`config.mk`:
```
export PLATFORM = sky130hd
export DESIGN_NAME = sonar_scheduler
export DESIGN_NICKNAME = d
export VERILOG_FILES = /design/src/rtl/sonar_scheduler.sv
export SDC_FILE = /design/constraint.sdc
export NUM_CORES = 1
export LEC_CHECK = 0
export CAP_MARGIN = 20
export CORE_ASPECT_RATIO = 1.75
export CORE_UTILIZATION = 40
export DETAILED_ROUTE_END_ITERATION = 8
export GPL_TIMING_DRIVEN = 0
export HOLD_SLACK_MARGIN = 0.03
export SYNTH_ARGS = -nofsm -noshare
export SYNTH_HDL_FRONTEND = slang
export SYNTH_SLANG_ARGS = --single-unit
```
`constraint.sdc`:
```
create_clock -name clock -period 2.6 [get_ports clock]
set_input_delay 0.39 -clock clock [delete_from_list [all_inputs] [get_ports clock]]
set_output_delay 0.39 -clock clock [all_outputs]
set_load 0.05 [all_outputs]
```
`src/rtl/sonar_scheduler.sv`:
```
// sonar_scheduler
//   Shares one echo-measurement datapath between three HC-SR04 sensors.
//   Sensors are fired one at a time, in the order 0, 1, 2. A guard gap
//   separates consecutive sensors so that one sensor's ping cannot reach
//   the next sensor's receiver. Each echo width is converted to whole
//   centimetres (truncated, saturating at 511). A timeout is reported as
//   511 cm with the timeout flag set. `pronto` pulses once at the end of
//   each round.
//
// Ports
//   clock      in  1   system clock
//   reset      in  1   synchronous, active-high
//   iniciar    in  1   level; rounds repeat while high
//   echo       in  3   raw echo pins (asynchronous), bit i = sensor i
//   trigger    out 3   trigger pins, at most one bit high
//   dist0..2   out 9   last distance per sensor in cm
//   valid      out 3   sensor has a completed measurement
//   timeout    out 3   sensor's last measurement timed out
//   pronto     out 1   one-cycle end-of-round pulse
//   db_estado  out 4   current FSM state
module sonar_scheduler #(
    parameter int TRIGGER_CYCLES = 500,
    parameter int CYCLES_PER_CM  = 2941,
    parameter int TIMEOUT_CYCLES = 1_500_000,
    parameter int GAP_CYCLES     = 3_000_000,
    parameter int PERIOD_CYCLES  = 50_000_000
) (
    input  logic       clock,
    input  logic       reset,
    input  logic       iniciar,
    input  logic [2:0] echo,
    output logic [2:0] trigger,
    output logic [8:0] dist0,
    output logic [8:0] dist1,
    output logic [8:0] dist2,
    output logic [2:0] valid,
    output logic [2:0] timeout,
    output logic       pronto,
    output logic [3:0] db_estado
);

    typedef enum logic [3:0] {
        S_IDLE      = 4'd0,
        S_TRIGGER   = 4'd1,
        S_WAIT_ECHO = 4'd2,
        S_MEASURE   = 4'd3,
        S_STORE     = 4'd4,
        S_GAP       = 4'd5,
        S_DONE      = 4'd6,
        S_PERIOD    = 4'd7
    } state_t;

    // One shared state-cycle counter, sized for the longest wait.
    localparam int MAX_A   = (TRIGGER_CYCLES > TIMEOUT_CYCLES) ? TRIGGER_CYCLES : TIMEOUT_CYCLES;
    localparam int MAX_B   = (GAP_CYCLES > PERIOD_CYCLES) ? GAP_CYCLES : PERIOD_CYCLES;
    localparam int MAX_ALL = (MAX_A > MAX_B) ? MAX_A : MAX_B;
    localparam int CNT_W   = $clog2(MAX_ALL);
    // CYCLES_PER_CM is assumed to be at least 2.
    localparam int SUB_W   = $clog2(CYCLES_PER_CM);

    localparam logic [CNT_W-1:0] TRIG_LAST = CNT_W'(TRIGGER_CYCLES - 1);
    localparam logic [CNT_W-1:0] TMO_LAST  = CNT_W'(TIMEOUT_CYCLES - 1);
    localparam logic [CNT_W-1:0] GAP_LAST  = CNT_W'(GAP_CYCLES - 1);
    localparam logic [CNT_W-1:0] PER_LAST  = CNT_W'(PERIOD_CYCLES - 1);
    localparam logic [SUB_W-1:0] SUB_LAST  = SUB_W'(CYCLES_PER_CM - 1);
    localparam logic [8:0]       CM_MAX    = 9'd511;

    state_t           state, state_next;
    logic [1:0]       sel, sel_next;
    logic [CNT_W-1:0] cnt;
    logic [SUB_W-1:0] sub_cnt;
    logic [8:0]       cm;
    logic             timed_out;
    logic             set_timeout;
    logic [2:0]       echo_meta, echo_sync;
    logic             echo_sel;

    assign echo_sel  = echo_sync[sel];
    assign db_estado = state;

    // Next-state logic.
    // NOTE: every signal written here gets a default first, so no path
    // leaves it unassigned and no latch is inferred.
    always_comb begin
        state_next  = state;
        sel_next    = sel;
        set_timeout = 1'b0;
        case (state)
            S_IDLE: begin
                if (iniciar) begin
                    sel_next   = 2'd0;
                    state_next = S_TRIGGER;
                end
            end
            S_TRIGGER: begin
                if (cnt == TRIG_LAST) state_next = S_WAIT_ECHO;
            end
            S_WAIT_ECHO: begin
                if (echo_sel) begin
                    state_next = S_MEASURE;
                end else if (cnt == TMO_LAST) begin
                    set_timeout = 1'b1;
                    state_next  = S_STORE;
                end
            end
            S_MEASURE: begin
                if (!echo_sel) begin
                    state_next = S_STORE;
                end else if (cnt == TMO_LAST) begin
                    set_timeout = 1'b1;
                    state_next  = S_STORE;
                end
            end
            S_STORE: begin
                state_next = (sel < 2'd2) ? S_GAP : S_DONE;
            end
            S_GAP: begin
                if (cnt == GAP_LAST) begin
                    sel_next   = sel + 2'd1;
                    state_next = S_TRIGGER;
                end
            end
            S_DONE: begin
                state_next = iniciar ? S_PERIOD : S_IDLE;
            end
            S_PERIOD: begin
                if (!iniciar) begin
                    state_next = S_IDLE;
                end else if (cnt == PER_LAST) begin
                    sel_next   = 2'd0;
                    state_next = S_TRIGGER;
                end
            end
            default: state_next = S_IDLE;
        endcase
    end

    // State register.
    // NOTE: clocked state uses non-blocking assignments so every register
    // samples the pre-edge values, independent of statement order.
    always_ff @(posedge clock) begin
        if (reset) begin
            state <= S_IDLE;
            sel   <= 2'd0;
        end else begin
            state <= state_next;
            sel   <= sel_next;
        end
    end

    // Datapath: synchronizer, counters, result registers, outputs.
    always_ff @(posedge clock) begin
        if (reset) begin
            echo_meta <= 3'b000;
            echo_sync <= 3'b000;
            cnt       <= '0;
            sub_cnt   <= '0;
            cm        <= 9'd0;
            timed_out <= 1'b0;
            dist0     <= 9'd0;
            dist1     <= 9'd0;
            dist2     <= 9'd0;
            valid     <= 3'b000;
            timeout   <= 3'b000;
            trigger   <= 3'b000;
            pronto    <= 1'b0;
        end else begin
            echo_meta <= echo;
            echo_sync <= echo_meta;

            // Counts clocks spent in the current state.
            if (state_next != state || state == S_IDLE) cnt <= '0;
            else                                        cnt <= cnt + CNT_W'(1);

            // The clock that sees echo rise in WAIT_ECHO is itself the first
            // high clock, so the sub-counter restarts at 1 to measure the
            // full width.
            if (state == S_WAIT_ECHO && state_next == S_MEASURE) begin
                sub_cnt <= SUB_W'(1);
                cm      <= 9'd0;
            end else if (state == S_MEASURE && echo_sel) begin
                if (sub_cnt == SUB_LAST) begin
                    sub_cnt <= '0;
                    if (cm != CM_MAX) cm <= cm + 9'd1;
                end else begin
                    sub_cnt <= sub_cnt + SUB_W'(1);
                end
            end

            if (set_timeout)           timed_out <= 1'b1;
            else if (state == S_STORE) timed_out <= 1'b0;

            if (state == S_STORE) begin
                case (sel)
                    2'd0:    dist0 <= timed_out ? CM_MAX : cm;
                    2'd1:    dist1 <= timed_out ? CM_MAX : cm;
                    default: dist2 <= timed_out ? CM_MAX : cm;
                endcase
                timeout[sel] <= timed_out;
                valid[sel]   <= 1'b1;
            end

            // Pins are registered from the next state so they are glitch
            // free and line up exactly with the state they belong to.
            trigger <= (state_next == S_TRIGGER) ? (3'b001 << sel_next) : 3'b000;
            pronto  <= (state_next == S_DONE);
        end
    end

endmodule

```
Word level (Yosys, flattened, before mapping)
Index checks and enable logic that the tools add are counted.
{"block": "totals", "ff_bits": 97, "inputBits": 6}
{"block": "classes", "addsub": 4, "order_cmp": 3, "n_eq_ne": 18, "shift": 1, "muxes": 31, "bitwise_logic": 3, "n_reduce_logical": 16}
{"op": "4-bit 2-to-1 mux", "count": 8}
{"op": "4-bit case mux with 8 select lines", "count": 1}
{"op": "26-bit by 1-bit adder with 26-bit output, second input constant", "count": 1}
{"op": "26-bit by 21-bit == test with 1-bit output, second input constant", "count": 1}
{"op": "26-bit by 22-bit == test with 1-bit output, second input constant", "count": 1}
{"op": "26-bit == test, second input constant", "count": 1}
{"op": "26-bit by 9-bit == test with 1-bit output, second input constant", "count": 1}
{"op": "4-bit by 3-bit == test with 1-bit output, second input constant", "count": 5}
{"op": "12-bit by 1-bit adder with 12-bit output, second input constant", "count": 1}
{"op": "12-bit == test, second input constant", "count": 1}
{"op": "4-bit by 2-bit == test with 1-bit output, second input constant", "count": 3}
{"op": "12-bit 2-to-1 mux", "count": 1}
{"op": "2-bit 2-to-1 mux", "count": 5}
{"op": "9-bit by 1-bit adder with 9-bit output, second input constant", "count": 1}
{"op": "1-bit 2-to-1 mux", "count": 9}
{"op": "9-bit 2-to-1 mux", "count": 1}
{"op": "9-bit inequality test, second input constant", "count": 1}
{"op": "4-bit by 1-bit == test with 1-bit output, second input constant", "count": 2}
{"op": "2-bit OR reduction", "count": 4}
{"op": "2-bit case mux with 3 select lines", "count": 1}
{"op": "2-bit AND reduction", "count": 3}
{"op": "4-bit logical NOT", "count": 1}
{"op": "4-bit inequality test", "count": 1}
{"op": "2-bit nonzero test", "count": 2}
{"op": "17 further kinds", "count": 20}

Depth between registers and ports, before layout
{"block": "depth", "word_depth": 7, "mapped_depth": 10, "ltp_nobuf": 9}

Worst setup path after synthesis
Ideal clock, no wire load.
{"block": "synth_timing", "path_type": "reg2reg", "startpoint": "register state[1] (netlist: db_estado[1])", "endpoint": "register cm[5]", "arrival_time_ns": 2.407, "required_ns": 2.529, "path_slack_ns": 0.122, "stages_incl_launch_ff": 8, "path_buffers": 1, "synth_period_minus_slack_ns": 2.478, "cell_sequence": "dfxtp_1 > clkbuf_1 > nand2_1 > or3_1 > nor4b_4 > nand4_1 > or3_1 > a21oi_1"}
{"block": "synth_between", "elab_chain_cells": 6}
{"element": "start, declared", "line": "68", "rtl": "state_t state, state_next;"}
{"element": "start signal, assigned", "line": "146", "rtl": "state <= state_next;"}
{"element": "4-bit 2-to-1 mux (on tied branches)", "line": "129, 101, 109"}
{"element": "4-bit 2-to-1 mux (on tied branches)", "line": "127, 107, 99"}
{"element": "4-bit case mux with 8 select lines", "line": "88", "rtl": "case (state)"}
{"element": "4-bit by 2-bit == test with 1-bit output", "line": "178", "rtl": "if (state == S_WAIT_ECHO && state_next == S_MEASURE) begin"}
{"element": "1-bit logical AND", "line": "178"}
{"element": "2-bit OR reduction (no line)"}
{"element": "end signal, assigned", "line": "184", "rtl": "if (cm != CM_MAX) cm <= cm + 9'd1;"}
{"element": "end, declared", "line": "72", "rtl": "logic [8:0] cm;"}
Parallel ways exist; a longest one is shown, timed or not.
A chain may end at the register's enable or synchronous reset.

Final worst setup path
{"block": "layout_timing", "startpoint": "register cnt[22]", "endpoint": "register cnt[19]"}
{"block": "layout_between", "elab_chain_cells": 7}
{"element": "start, declared", "line": "70", "rtl": "logic [CNT_W-1:0] cnt;"}
{"element": "start signal, assigned", "line": "173", "rtl": "else cnt <= cnt + CNT_W'(1);"}
{"element": "26-bit == test / 26-bit by 21-bit == test with 1-bit output (equally long branches)", "line": "129, 101, 109"}
{"element": "4-bit 2-to-1 mux (on tied branches)", "line": "129, 101, 109"}
{"element": "4-bit 2-to-1 mux (on tied branches)", "line": "127, 107, 99"}
{"element": "4-bit case mux with 8 select lines *", "line": "88"}
{"element": "4-bit inequality test *", "line": "172", "rtl": "if (state_next != state || state == S_IDLE) cnt <= '0;"}
{"element": "1-bit logical OR *", "line": "172"}
{"element": "2-bit OR reduction (no line) *"}
Mark *: on every way between the ends. The rest lies on a longest branch, timed or not.

==> results.yml <==
timing:
  period_needed_ns: 2.53
  finalSetupViolations: 0
  final.setup_skew_ns: 0.0120
  maxClockFrequency_ghz: 0.395
  max-slew-margin-rel: 0.388
  tns_ns: 0
  hold_violations: 0
  tightest_slew_ns: 0.911
  rsz0062_at_grt: "true"
  post-route-period-util: 0.975
  drv_slew: 0
  layout_setup_ws_ns: 0.0653
drt:
  wl_per_cell_um: 15.1
  drcViolationCount: 0
  vias_per_cell: 5.32
  drt-initial-drc-count: 100
  via_count: 3734
  dr.pass1.iters: 4
  ant_nets: 0
  wirelength_mm: 10.6
synth:
  synth_top_cell_area_share: 0.442
  synth_area_mm2: 0.00439
  yosysTopAreaCell: "dfxtp_1"
  ys_ff_latch: 97
  yosys-top-cells-area: "dfxtp_1 44%, nor2_1 9.5%, a211oi_1 4.8%"
  yosys_warnings: 0
  synthCells: 505
  ys_seq_area_frac: 0.442
  avgSynthCellArea_um2: 8.69
  syn_nets: 519
  yosysMostFrequentCell: "nor2_1"
  synth.top_cells.by_count: "111 x nor2_1, 97 x dfxtp_1, 28 x a211oi_1, 28 x nand2_1, 24 x xor2_1"
  yosys_most_used_dff: "dfxtp_1"
  async_reset_ff_frac: 0
  synth_cell_types: 60
  synth_edf_count: 0
worst_setup_path:
  crit_fanout: 10
  startpoint_type: "register"
  r2r-start: "cnt[22]"
  rr_worst_depth: 8
  startpoint: "cnt[22]"
  cp.arrival_ns: 2.77
  crit_type: "register to register"
  endpoint_kind: "register"
  crit_required_ns: 2.84
min_path:
  hold_class: "register to register"
  hold_path_depth: 1
  min-delay-start: "echo_meta[2]"
power:
  peakVddDrop_uv: 427
  power_frac_clock: 0.445
  switching_power_mw: 0.659
  netSwitchingFraction: 0.232
  cellPowerDensity_mw_per_mm2: 523
  pwr-share-seq: 0.525
  p_comb_frac: 0.030
  p_leak_nw: 1.76
  internal-power_mw: 2.19
  total_power_mw: 2.85
die:
  dieArea_mm2: 0.0114
  die_width_um: 81.2
  ios: 47
  core-area_mm2: 0.0107
  die-height_um: 141
  start_util: 0.410
  rows: 50
global_route:
  grt.total_usage: 0.202
  gr-total-overflow: 0
  grt_pass1_wl_mm: 17.5
  grt_max_degree: 19
  grt_pass1_vias: 3686
  antenna_found_initial: 0
status:
  status: "completed"
clocking:
  cts_root_buffer: "clkbuf_16"
  clk_latency_ns: 0.35
  cts.clk_slew.worst_paths_ns: 0.07
  clock_sinks: 97
  clock_tree.buffer_depth: 2
  cts_buffers: 9
  cts_tree: "done"
  htree_levels: 3
place:
  dp_hpwl_mm: 7.96
  io_buffers: 46
  place_ws_ns: -0.124
  gp_congestion: 0.877
  postPlaceCellArea_mm2: 0.00501
cells_and_area:
  final_area_mm2: 0.00544
  fin_nets: 581
  postLayoutCoreUtil: 0.509
  syn_to_final_growth_pct: 24.0
  diodes: 0
  layout-drive-gt1-share: 0.112
  fillers: 1059
job:
  drv_cap: 0
[layout make-up]
class,count,area [um^2],share of cell area
Timing Repair Buffer,52,531,0.0974
Multi-Input combinational cell,372,2360,0.433
Buffer,23,113,0.0207
Clock inverter,7,61.3,0.0113
Tap cell,130,163,0.0299
Sequential cell,97,1950,0.358
Inverter,12,45.0,0.00827
Clock buffer,9,225,0.0414
[stage by stage]
stage,std cells,hold slack (ns)
2_1_floorplan,505,0.414
3_3_place_gp,681,0.430
3_5_place_dp,681,0.428
4_1_cts,702,0.448
5_1_grt,702,0.463
6_report,702,0.440
[worst max-delay path: stages, from the launching register on]
cell     delay [ns]
dfxtp_1        0.35
or4_4          0.56
or4_4          0.55
a31o_2         0.27
a31o_4         0.24
nand4_4        0.11
buf_4          0.15
buf_6          0.14
nor2_1         0.05
[logic make-up (layout without fill, tap and decap cells)]
kind of cell,Yosys count,in the layout,share of synthesized area
AO/OA/AOI/OAI,68,68,0.115
XOR/XNOR,40,40,0.0798
adder cells (fa/ha/maj),8,8,0.0228
buffers and inverters,36,103,0.0348
flip-flops,97,97,0.442
multiplexers,7,7,0.0160
other,1,1,0.000854
AND/OR/NAND/NOR,248,248,0.289
[worst paths after layout]
| path | slack, ns | to |
|---|---|---|
| min | 0.44 | echo_sync[2] |
| max reg2reg | 0.07 | cnt[19] |
| min reg2reg | 0.44 | echo_sync[2] |
| max | 0.07 | cnt[19] |
[placed cells by master (no fill, tap or decap), types with 4 or more instances in the layout]
cell / synthesis / routed
a21oi_1: 12 / 11
nand2_1: 28 / 28
buf_4: 0 / 5
and3_1: 5 / 5
xnor2_1: 16 / 16
clkbuf_2: 0 / 4
a211oi_1: 28 / 28
or3_1: 7 / 6
nor4_1: 7 / 4
and2_1: 4 / 4
nor2b_1: 9 / 9
clkbuf_16: 0 / 9
nand2b_1: 5 / 5
nand4_1: 13 / 13
nand3_1: 18 / 18
a21o_1: 4 / 4
nor2_1: 111 / 111
xor2_1: 24 / 24
inv_1: 12 / 12
clkdlybuf4s50_1: 0 / 46
ha_1: 8 / 7
nor2_2: 11 / 11
dfxtp_1: 97 / 95
mux2i_1: 7 / 7
nor3_1: 8 / 7
clkbuf_1: 19 / 14
[what timing repair did]
action	in CTS	in global routing
gates cloned	1	0
setup buffers	4	1
pin swaps	1	1
gates resized for setup	9	15
endpoints found under the setup margin	32	44
hold buffers	0	0
endpoints found under the hold margin	0	0
[per-layer routing]
layer,vias to the layer above,share of wire,track usage
met5,-,0,0
met4,0,0.029,0.0940
met2,71,0.57,0.394
li1,1864,-,-
met3,20,0.027,0.0401
met1,1779,0.38,0.190
[sequential cells by signal, summed over array words and instances, names as in the netlist, 2 cells and up]
| name | cells |
|---|---|
| dist0 | 9 |
| dist1 | 9 |
| db_estado | 4 |
| sub_cnt | 12 |
| valid | 3 |
| sel | 2 |
| cm | 9 |
| trigger | 3 |
| echo_meta | 3 |
| echo_sync | 3 |
| timeout | 3 |
| cnt | 26 |
| dist2 | 9 |
[power by group through the flow]
stage                     registers [mW]  clock network, mW  logic [mW]
after global routing                1.50               1.36      0.0924
after CTS                           1.50               1.30      0.0848
after floorplan                     1.54                  0      0.0441
final                               1.50               1.27      0.0849
after detailed placement            1.53                  0      0.0818
after global placement              1.53                  0      0.0809
Power figures use the tool's default switching activity.
